<file path="config.mk">
export PLATFORM = sky130hd
export DESIGN_NAME = register_file_sb
export DESIGN_NICKNAME = d
export VERILOG_FILES = /design/src/rtl/regfile_pkg.sv /design/src/rtl/regfile_scoreboard.sv /design/src/rtl/register_file_sb.sv
export SDC_FILE = /design/constraint.sdc
export NUM_CORES = 1
export LEC_CHECK = 0
export ABC_CLOCK_PERIOD_IN_PS = 3500
export BUFFER_PORTS_ARGS = -buffer_cell sky130_fd_sc_hd__buf_2
export CORE_UTILIZATION = 54
export DETAILED_ROUTE_END_ITERATION = 10
export PLACE_DENSITY = 0.81
export SLEW_MARGIN = 20
export SYNTH_ARGS = -nofsm -noshare
export SYNTH_HDL_FRONTEND = slang
export SYNTH_HIERARCHICAL = 1
export SYNTH_SLANG_ARGS = --single-unit
</file>
<file path="constraint.sdc">
create_clock -name clk -period 3.5 [get_ports clk]
set_input_delay 0.175 -clock clk [delete_from_list [all_inputs] [get_ports clk]]
set_output_delay 0.175 -clock clk [all_outputs]
set_load 0.005 [all_outputs]
</file>
<file path="src/rtl/regfile_pkg.sv">
// Shared definitions for the register file: default geometry, the read
// bypass priority (load writeback over ALU writeback) and slice indexing.
package regfile_pkg;

    localparam int DEF_DATA_W = 32;
    localparam int DEF_ADDR_W = 3;
    localparam int DEF_NRD    = 2;

    // Where a read port takes its data from this cycle.
    typedef enum logic [1:0] {
        SRC_STORED = 2'd0,
        SRC_ALU    = 2'd1,
        SRC_LOAD   = 2'd2,
        SRC_ZERO   = 2'd3
    } rd_src_e;

    // Zero register beats the load bypass, which beats the ALU bypass.
    function automatic rd_src_e bypass_sel(input logic hit_load,
                                           input logic hit_alu,
                                           input logic is_zero);
        rd_src_e src;
        src = SRC_STORED;
        if (hit_alu)  src = SRC_ALU;
        if (hit_load) src = SRC_LOAD;
        if (is_zero)  src = SRC_ZERO;
        return src;
    endfunction

    // Low bit of element idx in a flattened vector of width-bit elements.
    function automatic int slice_lo(input int idx, input int width);
        return idx * width;
    endfunction

endpackage

</file>
<file path="src/rtl/regfile_scoreboard.sv">
// Busy scoreboard: one pending-load bit per register plus per-port
// operand-valid flags. A load writeback makes its operand valid in the
// same cycle, matching the data bypass in the register array.
module regfile_scoreboard #(
    parameter int ADDR_W   = 3,
    parameter int NRD      = 2,
    parameter int ZERO_REG = 0
) (
    input  logic                  clk,
    input  logic                  n_rst,
    input  logic                  set_busy,
    input  logic [ADDR_W-1:0]     busy_addr,
    input  logic                  we1,
    input  logic [ADDR_W-1:0]     wa1,
    input  logic [NRD*ADDR_W-1:0] ra,
    output logic [2**ADDR_W-1:0]  busy,
    output logic [NRD-1:0]        rv
);

    localparam int NREGS = 2**ADDR_W;

    logic [NREGS-1:0] r_busy;
    logic [NREGS-1:0] w_busy_nxt;

    // Next busy: a new load issue (set) beats a load completion (clear).
    always_comb begin
        for (int i = 0; i < NREGS; i++) begin
            w_busy_nxt[i] = r_busy[i];
            if (we1 && wa1 == ADDR_W'(i))
                w_busy_nxt[i] = 1'b0;
            if (set_busy && busy_addr == ADDR_W'(i))
                w_busy_nxt[i] = 1'b1;
            if (ZERO_REG != 0 && i == 0)
                w_busy_nxt[i] = 1'b0;
        end
    end

    // Scoreboard register, cleared by synchronous reset.
    always_ff @(posedge clk) begin
        if (!n_rst)
            r_busy <= '0;
        else
            r_busy <= w_busy_nxt;
    end

    // Operand valid per read port, with same-cycle load writeback bypass.
    always_comb begin
        for (int k = 0; k < NRD; k++) begin
            rv[k] = !r_busy[ra[k*ADDR_W +: ADDR_W]]
                    || (we1 && wa1 == ra[k*ADDR_W +: ADDR_W]);
            if (ZERO_REG != 0 && ra[k*ADDR_W +: ADDR_W] == '0)
                rv[k] = 1'b1;
        end
    end

    assign busy = r_busy;

endmodule

</file>
<file path="src/rtl/register_file_sb.sv">
// Multi-read, dual-write register file with write-first bypass, optional
// hardwired zero register and a busy scoreboard for pending loads.
module register_file_sb
    import regfile_pkg::*;
#(
    parameter int DATA_W   = DEF_DATA_W,
    parameter int ADDR_W   = DEF_ADDR_W,
    parameter int NRD      = DEF_NRD,
    parameter int ZERO_REG = 0
) (
    input  logic                         clk,
    input  logic                         n_rst,
    input  logic [NRD*ADDR_W-1:0]        ra,
    output logic [NRD*DATA_W-1:0]        rd,
    output logic [NRD-1:0]               rv,
    input  logic                         we0,
    input  logic [ADDR_W-1:0]            wa0,
    input  logic [DATA_W-1:0]            wd0,
    input  logic                         we1,
    input  logic [ADDR_W-1:0]            wa1,
    input  logic [DATA_W-1:0]            wd1,
    input  logic                         set_busy,
    input  logic [ADDR_W-1:0]            busy_addr,
    output logic [2**ADDR_W-1:0]         busy,
    output logic [(2**ADDR_W)*DATA_W-1:0] r_all
);

    localparam int NREGS = 2**ADDR_W;

    logic [DATA_W-1:0] r_mem [NREGS];
    rd_src_e           w_src [NRD];

    // Register array; the load port wins a same-address conflict.
    always_ff @(posedge clk) begin
        if (!n_rst) begin
            for (int i = 0; i < NREGS; i++)
                r_mem[i] <= '0;
        end else begin
            for (int i = 0; i < NREGS; i++) begin
                if (!(ZERO_REG != 0 && i == 0)) begin
                    if (we1 && wa1 == ADDR_W'(i))
                        r_mem[i] <= wd1;
                    else if (we0 && wa0 == ADDR_W'(i))
                        r_mem[i] <= wd0;
                end
            end
        end
    end

    // Pick the data source for each read port.
    always_comb begin
        for (int k = 0; k < NRD; k++) begin
            w_src[k] = bypass_sel(we1 && wa1 == ra[k*ADDR_W +: ADDR_W],
                                  we0 && wa0 == ra[k*ADDR_W +: ADDR_W],
                                  ZERO_REG != 0 && ra[k*ADDR_W +: ADDR_W] == '0);
        end
    end

    // Read data mux driven by the selected source.
    always_comb begin
        rd = '0;
        for (int k = 0; k < NRD; k++) begin
            case (w_src[k])
                SRC_LOAD: rd[slice_lo(k, DATA_W) +: DATA_W] = wd1;
                SRC_ALU:  rd[slice_lo(k, DATA_W) +: DATA_W] = wd0;
                SRC_ZERO: rd[slice_lo(k, DATA_W) +: DATA_W] = '0;
                default:  rd[slice_lo(k, DATA_W) +: DATA_W] = r_mem[ra[k*ADDR_W +: ADDR_W]];
            endcase
        end
    end

    // Debug view of stored contents, no bypass.
    always_comb begin
        r_all = '0;
        for (int i = 0; i < NREGS; i++)
            r_all[slice_lo(i, DATA_W) +: DATA_W] = r_mem[i];
    end

    regfile_scoreboard #(
        .ADDR_W   (ADDR_W),
        .NRD      (NRD),
        .ZERO_REG (ZERO_REG)
    ) u_scoreboard (
        .clk       (clk),
        .n_rst     (n_rst),
        .set_busy  (set_busy),
        .busy_addr (busy_addr),
        .we1       (we1),
        .wa1       (wa1),
        .ra        (ra),
        .busy      (busy),
        .rv        (rv)
    );

endmodule

</file>
# After elaboration in Yosys (flattened, before gate mapping)
# Memories as Yosys holds them, arrays and structs flattened.
# Cells that the tools add are included.
[classes]
n_lt_le_gt_ge = 2
n_reduce_logical = 43
n_bitwise = 16
eq_ne = 31
n_mux = 99
[op_table]
columns = ["op", "n"]
rows = [
  ["$mux W32", 16],
  ["$pmux W32 S3", 2],
  ["$mux W1", 77],
  ["$eq A3 B3 Y1 const B", 12],
  ["$logic_and A1 B1 Y1", 28],
  ["$eq A3 B2 Y1 const B", 6],
  ["$or A1 B1 Y1", 16],
  ["$reduce_bool A2 Y1", 8],
  ["$eq A3 B3 Y1", 4],
  ["$eq A3 B1 Y1 const B", 3],
  ["$logic_not A3 Y1", 3],
  ["$eq A2 B2 Y1 const B", 4],
  ["$lt A3 B4 Y1 const B", 2],
  ["$bmux W1 S3", 2],
  ["$eq A2 B1 Y1 const B", 2],
  ["$mux W2", 2],
  ["$logic_not A1 Y1", 2],
  ["$logic_or A1 B1 Y1", 2],
]
[totals]
in_bits = 84
mem_bits_rw = 256
n_memories = 1
output_inout_bits = 330
regBits = 8
[mem_list]
columns = ["name", "depth", "width", "rd", "rd_ports_with_merged_regs", "write_ports", "line", "rtl"]
rows = [
  ["r_mem", 8, 32, 10, 0, 8, "register_file_sb.sv:30", "logic [DATA_W-1:0] r_mem [NREGS];"],
]

# Depth between registers and ports, before layout
[depth]
depth_word = 7
depth_mapped = 7
depth_no_buf = 4

# Modules after synthesis
# Netlist, hierarchy kept.
[by_module_without_submodules]
columns = ["module", "instances", "cells_each", "area_each_um2"]
rows = [
  ["register_file_sb", 1, 1289, 16219.3],
  ["regfile_scoreboard", 1, 73, 623.1],
]

# Worst setup path before layout
# OpenSTA, ideal clock, no wires.
[synth_path]
path_type = "input-to-reg"
start = "input port n_rst"
end = "memory r_mem[0][0] (netlist bit), enable pin"
path_slack_ps = 1180
arrival_ps = 1760
cell_stages = 4
required_time_ps = 2940
path_cell_list = "clkbuf_1 clkbuf_1 buf_1 nand3b_1"
[synth_rtl]
columns = ["element", "line", "rtl"]
rows = [
  ["start, declared", "register_file_sb.sv:12", "input logic n_rst,"],
  ["end, declared", "register_file_sb.sv:30", ""],
]

# Final worst setup path
[layout_path]
start = "input port ra[5]"
end = "output port rd[33]"
[layout_between]
elab_chain_len = 6
[layout_rtl]
columns = ["element", "line", "rtl"]
rows = [
  ["start, declared", "register_file_sb.sv:13", "input logic [NRD*ADDR_W-1:0] ra,"],
  ["$eq A3 B3 Y1", "register_file_sb.sv:54", "we0 && wa0 == ra[k*ADDR_W +: ADDR_W],"],
  ["$logic_and A1 B1 Y1", "register_file_sb.sv:54", ""],
  ["$mux W1", "regfile_pkg.sv:23", "if (hit_alu) src = SRC_ALU;"],
  ["$mux W2", "regfile_pkg.sv:24", "if (hit_load) src = SRC_LOAD;"],
  ["$eq A2 B2 Y1 or $eq A2 B1 Y1 (tied branches)", "register_file_sb.sv:63", "case (w_src[k])"],
  ["$pmux W32 S3 (*)", "register_file_sb.sv:63", ""],
  ["end, declared", "register_file_sb.sv:14", "output logic [NRD*DATA_W-1:0] rd,"],
]
# Every way passes the cells marked *; elsewhere a longest branch is shown, timed or not.

==> reports/qor.csv <==
stage,metric,value,unit
grt,track_usage,0.387,
grt,use_met2,0.606,
grt,grt_overflow,0,
floorplan,start_util,0.549,
yosys,synth_ff_type,edfxtp_1,
worst_setup_path,cp.arrival,2.51,ns
yosys,ys_seq_elements,264,
run,cap_violations,0,
finish,seqCellArea,7850,sq um
hold_path,worstHoldPathCells,3,
route,ant_nets,0,
yosys,synth_cells,1362,
clock_tree,cts.sink_count,264,
clock_tree,clk_pin_slew,0.06,ns
route,drt_iter0_markers,2019,
clock_tree,clock_path_buffers,3,
finish,nets,1747,
placement,dp_hpwl,40600,microns
finish,multi_input_area,8130,sq um
yosys,synth_cell_type_count,41,
pwr,vdd_drop_max,0.337,mV
floorplan,pin_count,414,
timing,setup_viol,0,
grt,grt_max_degree,42,
grt,grt_use_met1,0.508,
worst_setup_path,r2r_slack,2.76,ns
clock_tree,htreeDepth,1,
timing,hold_viol,0,
floorplan,coreArea,30700,sq um
pwr,powerDensity,444,nW/um^2
worst_setup_path,crit_path_start_kind,primary input,
finish,layout-drive-gt1-share,0.403,
floorplan,rows,64,
timing,post-route-period-util,0.767,
worst_setup_path,worst-setup-path-type,in -> out,
yosys,synthesis.area,16800,sq um
yosys,synthTopCellsByCount,"256 x edfxtp_1, 224 x a22o_1, 139 x nand2_1, 128 x mux4_2, 77 x nor2_1",
clock_tree,cts_setup_buffers,0,
grt,met3_usage,0.107,
floorplan,fp.dieW,179,microns
yosys,synth.top_cell.area_share,0.456,
finish,fill_cells,2250,
route,detail_route.wl_per_cell,30.0,microns
grt,grt_pass1_vias,14300,
yosys,ys_warn_count,6,
worst_setup_path,cp.required,3.32,ns
run_status,status,finished clean,
timing,rsz0062_at_grt,false,
worst_setup_path,crit_fanout,39,
timing,maxSlewHeadroom,0.252,
worst_setup_path,r2r_cells,2,
yosys,async_flop_share,0,
clock_tree,cts_tree,built,
timing,finClkSkew,0,ns
placement,place_congestion,0.958,
timing,fmax,373,MHz
yosys,synth_top_cell_by_area,edfxtp_1,
worst_setup_path,endpoint_kind,output pin,
yosys,syn_avg_cell_area,12.4,sq um
timing,slew_viol_final,0,
route,wl,62500,microns
yosys,synth_edf_count,256,
route,vias,15100,
placement,port_buffers,413,
finish,syn_to_final_growth,18.9,%
clock_tree,numCtsBuffers,29,
hold_path,holdCritPathClass,in -> reg,
yosys,synth.most_common_cell,edfxtp_1,
timing,fin_tns_setup,0,ns
route,vias_per_cell,7.25,
timing,tightest_slew,1.12,ns
route,first_pass_iters,8,
clock_tree,root_buffer,clkbuf_16,
grt,antenna_found_initial,6,
grt,grt_busiest_layer,met2,
yosys,synth_area_leaders,"edfxtp_1 46%, mux4_2 17%, a22o_1 12%",
floorplan,die_h,179,microns
timing,fin_crit,2.68,ns
yosys,yosysSeqAreaShare,0.466,
pwr,power.leakage,7.55,nW
pwr,p_total,8.89,mW
floorplan,die_area,31900,sq um
yosys,synth_nets,1446,
clock_tree,clock_latency,0.54,ns
grt,grt_pass1_wl,90200,microns
route,route.detailed.drc,0,
==> placed cells by master (no fill, tap or decap), types with 8 or more instances in the layout <==
master and count:
buf_2 407, edfxtp_1 256, a22o_1 224, nand2_1 136, mux4_2 128, nor2_1 72
nor2b_1 69, o31ai_1 65, buf_4 52, a211oi_1 44, o21ai_0 32, clkbuf_16 29
a211oi_2 20, xnor2_1 18, nand3_1 9, nand4_1 8, nand3b_1 8, mux2i_1 8
a21boi_1 8, dfxtp_1 8
==> per-layer routing <==
layer	routed length, microns	vias up
li1	-	6009
met4	2720	4
met1	21400	7337
met2	29000	1500
met3	9370	249
met5	27	-
==> worst max-delay path: stages <==
cell,delay (ns)
buf_4,0.26
buf_4,0.56
mux4_2,0.33
nor2b_1,0.13
a211oi_1,0.07
o31ai_1,0.67
buf_2,0.25
==> state kept, by name (all words and copies together), names as in the netlist <==
name and cells:
u_scoreboard/busy 8, r_mem 256
==> cells by family after synthesis <==
group / Yosys count / share of synthesized area
compound gates: 405 / 0.198
simple gates: 336 / 0.0949
flops: 264 / 0.466
buf+inv: 203 / 0.0562
mux: 136 / 0.176
xor+xnor: 18 / 0.00936
==> power breakdown <==
part	switching (mW)	leakage, nW	internal [mW]
Sequential	0.268	2.57	3.77
Combinational	0.992	4.54	0.889
Clock	1.24	0.444	1.73
Total	2.50	7.55	6.39
==> layout make-up <==
class | count | share of cell area
flip-flops and latches | 264 | 0.392
multi-input cells | 895 | 0.406
well taps | 396 | 0.0247
diodes | 3 | 0.000375
clock buffers | 35 | 0.0374
clock inverters | 16 | 0.00756
repair buffers | 473 | 0.132
==> timing repair <==
action,CTS,global route
hold buffers,7,0
hold endpoints to repair,8,0
resized for setup,0,0
==> path summary, 6_finish.rpt <==
path                                     start                                 to
max                                      ra[5]                             rd[33]
min                                    wd0[15]         r_mem[6][15]$_SDFFCE_PN0P_
max reg2reg  u_scoreboard/busy[7]$_SDFFE_PN0P_  u_scoreboard/busy[7]$_SDFFE_PN0P_
min reg2reg  u_scoreboard/busy[1]$_SDFFE_PN0P_  u_scoreboard/busy[1]$_SDFFE_PN0P_
==> metrics by stage <==
stage | setup WS (ns) | utilization | hold slack [ns] | cells | instance area [sq um]
4_1_cts | 0.926 | 0.652 | 0.0355 | 2079 | 20000
6_report | 0.816 | 0.653 | 0.0538 | 2082 | 20000
3_3_place_gp | 1.07 | 0.621 | 0.477 | 2021 | 19000
3_5_place_dp | 1.05 | 0.621 | 0.481 | 2021 | 19000
5_1_grt | 0.806 | 0.653 | 0.0561 | 2080 | 20000
2_1_floorplan | 1.18 | - | 0.322 | 1362 | 16800
Note: power is estimated with default switching activity, not from simulation.
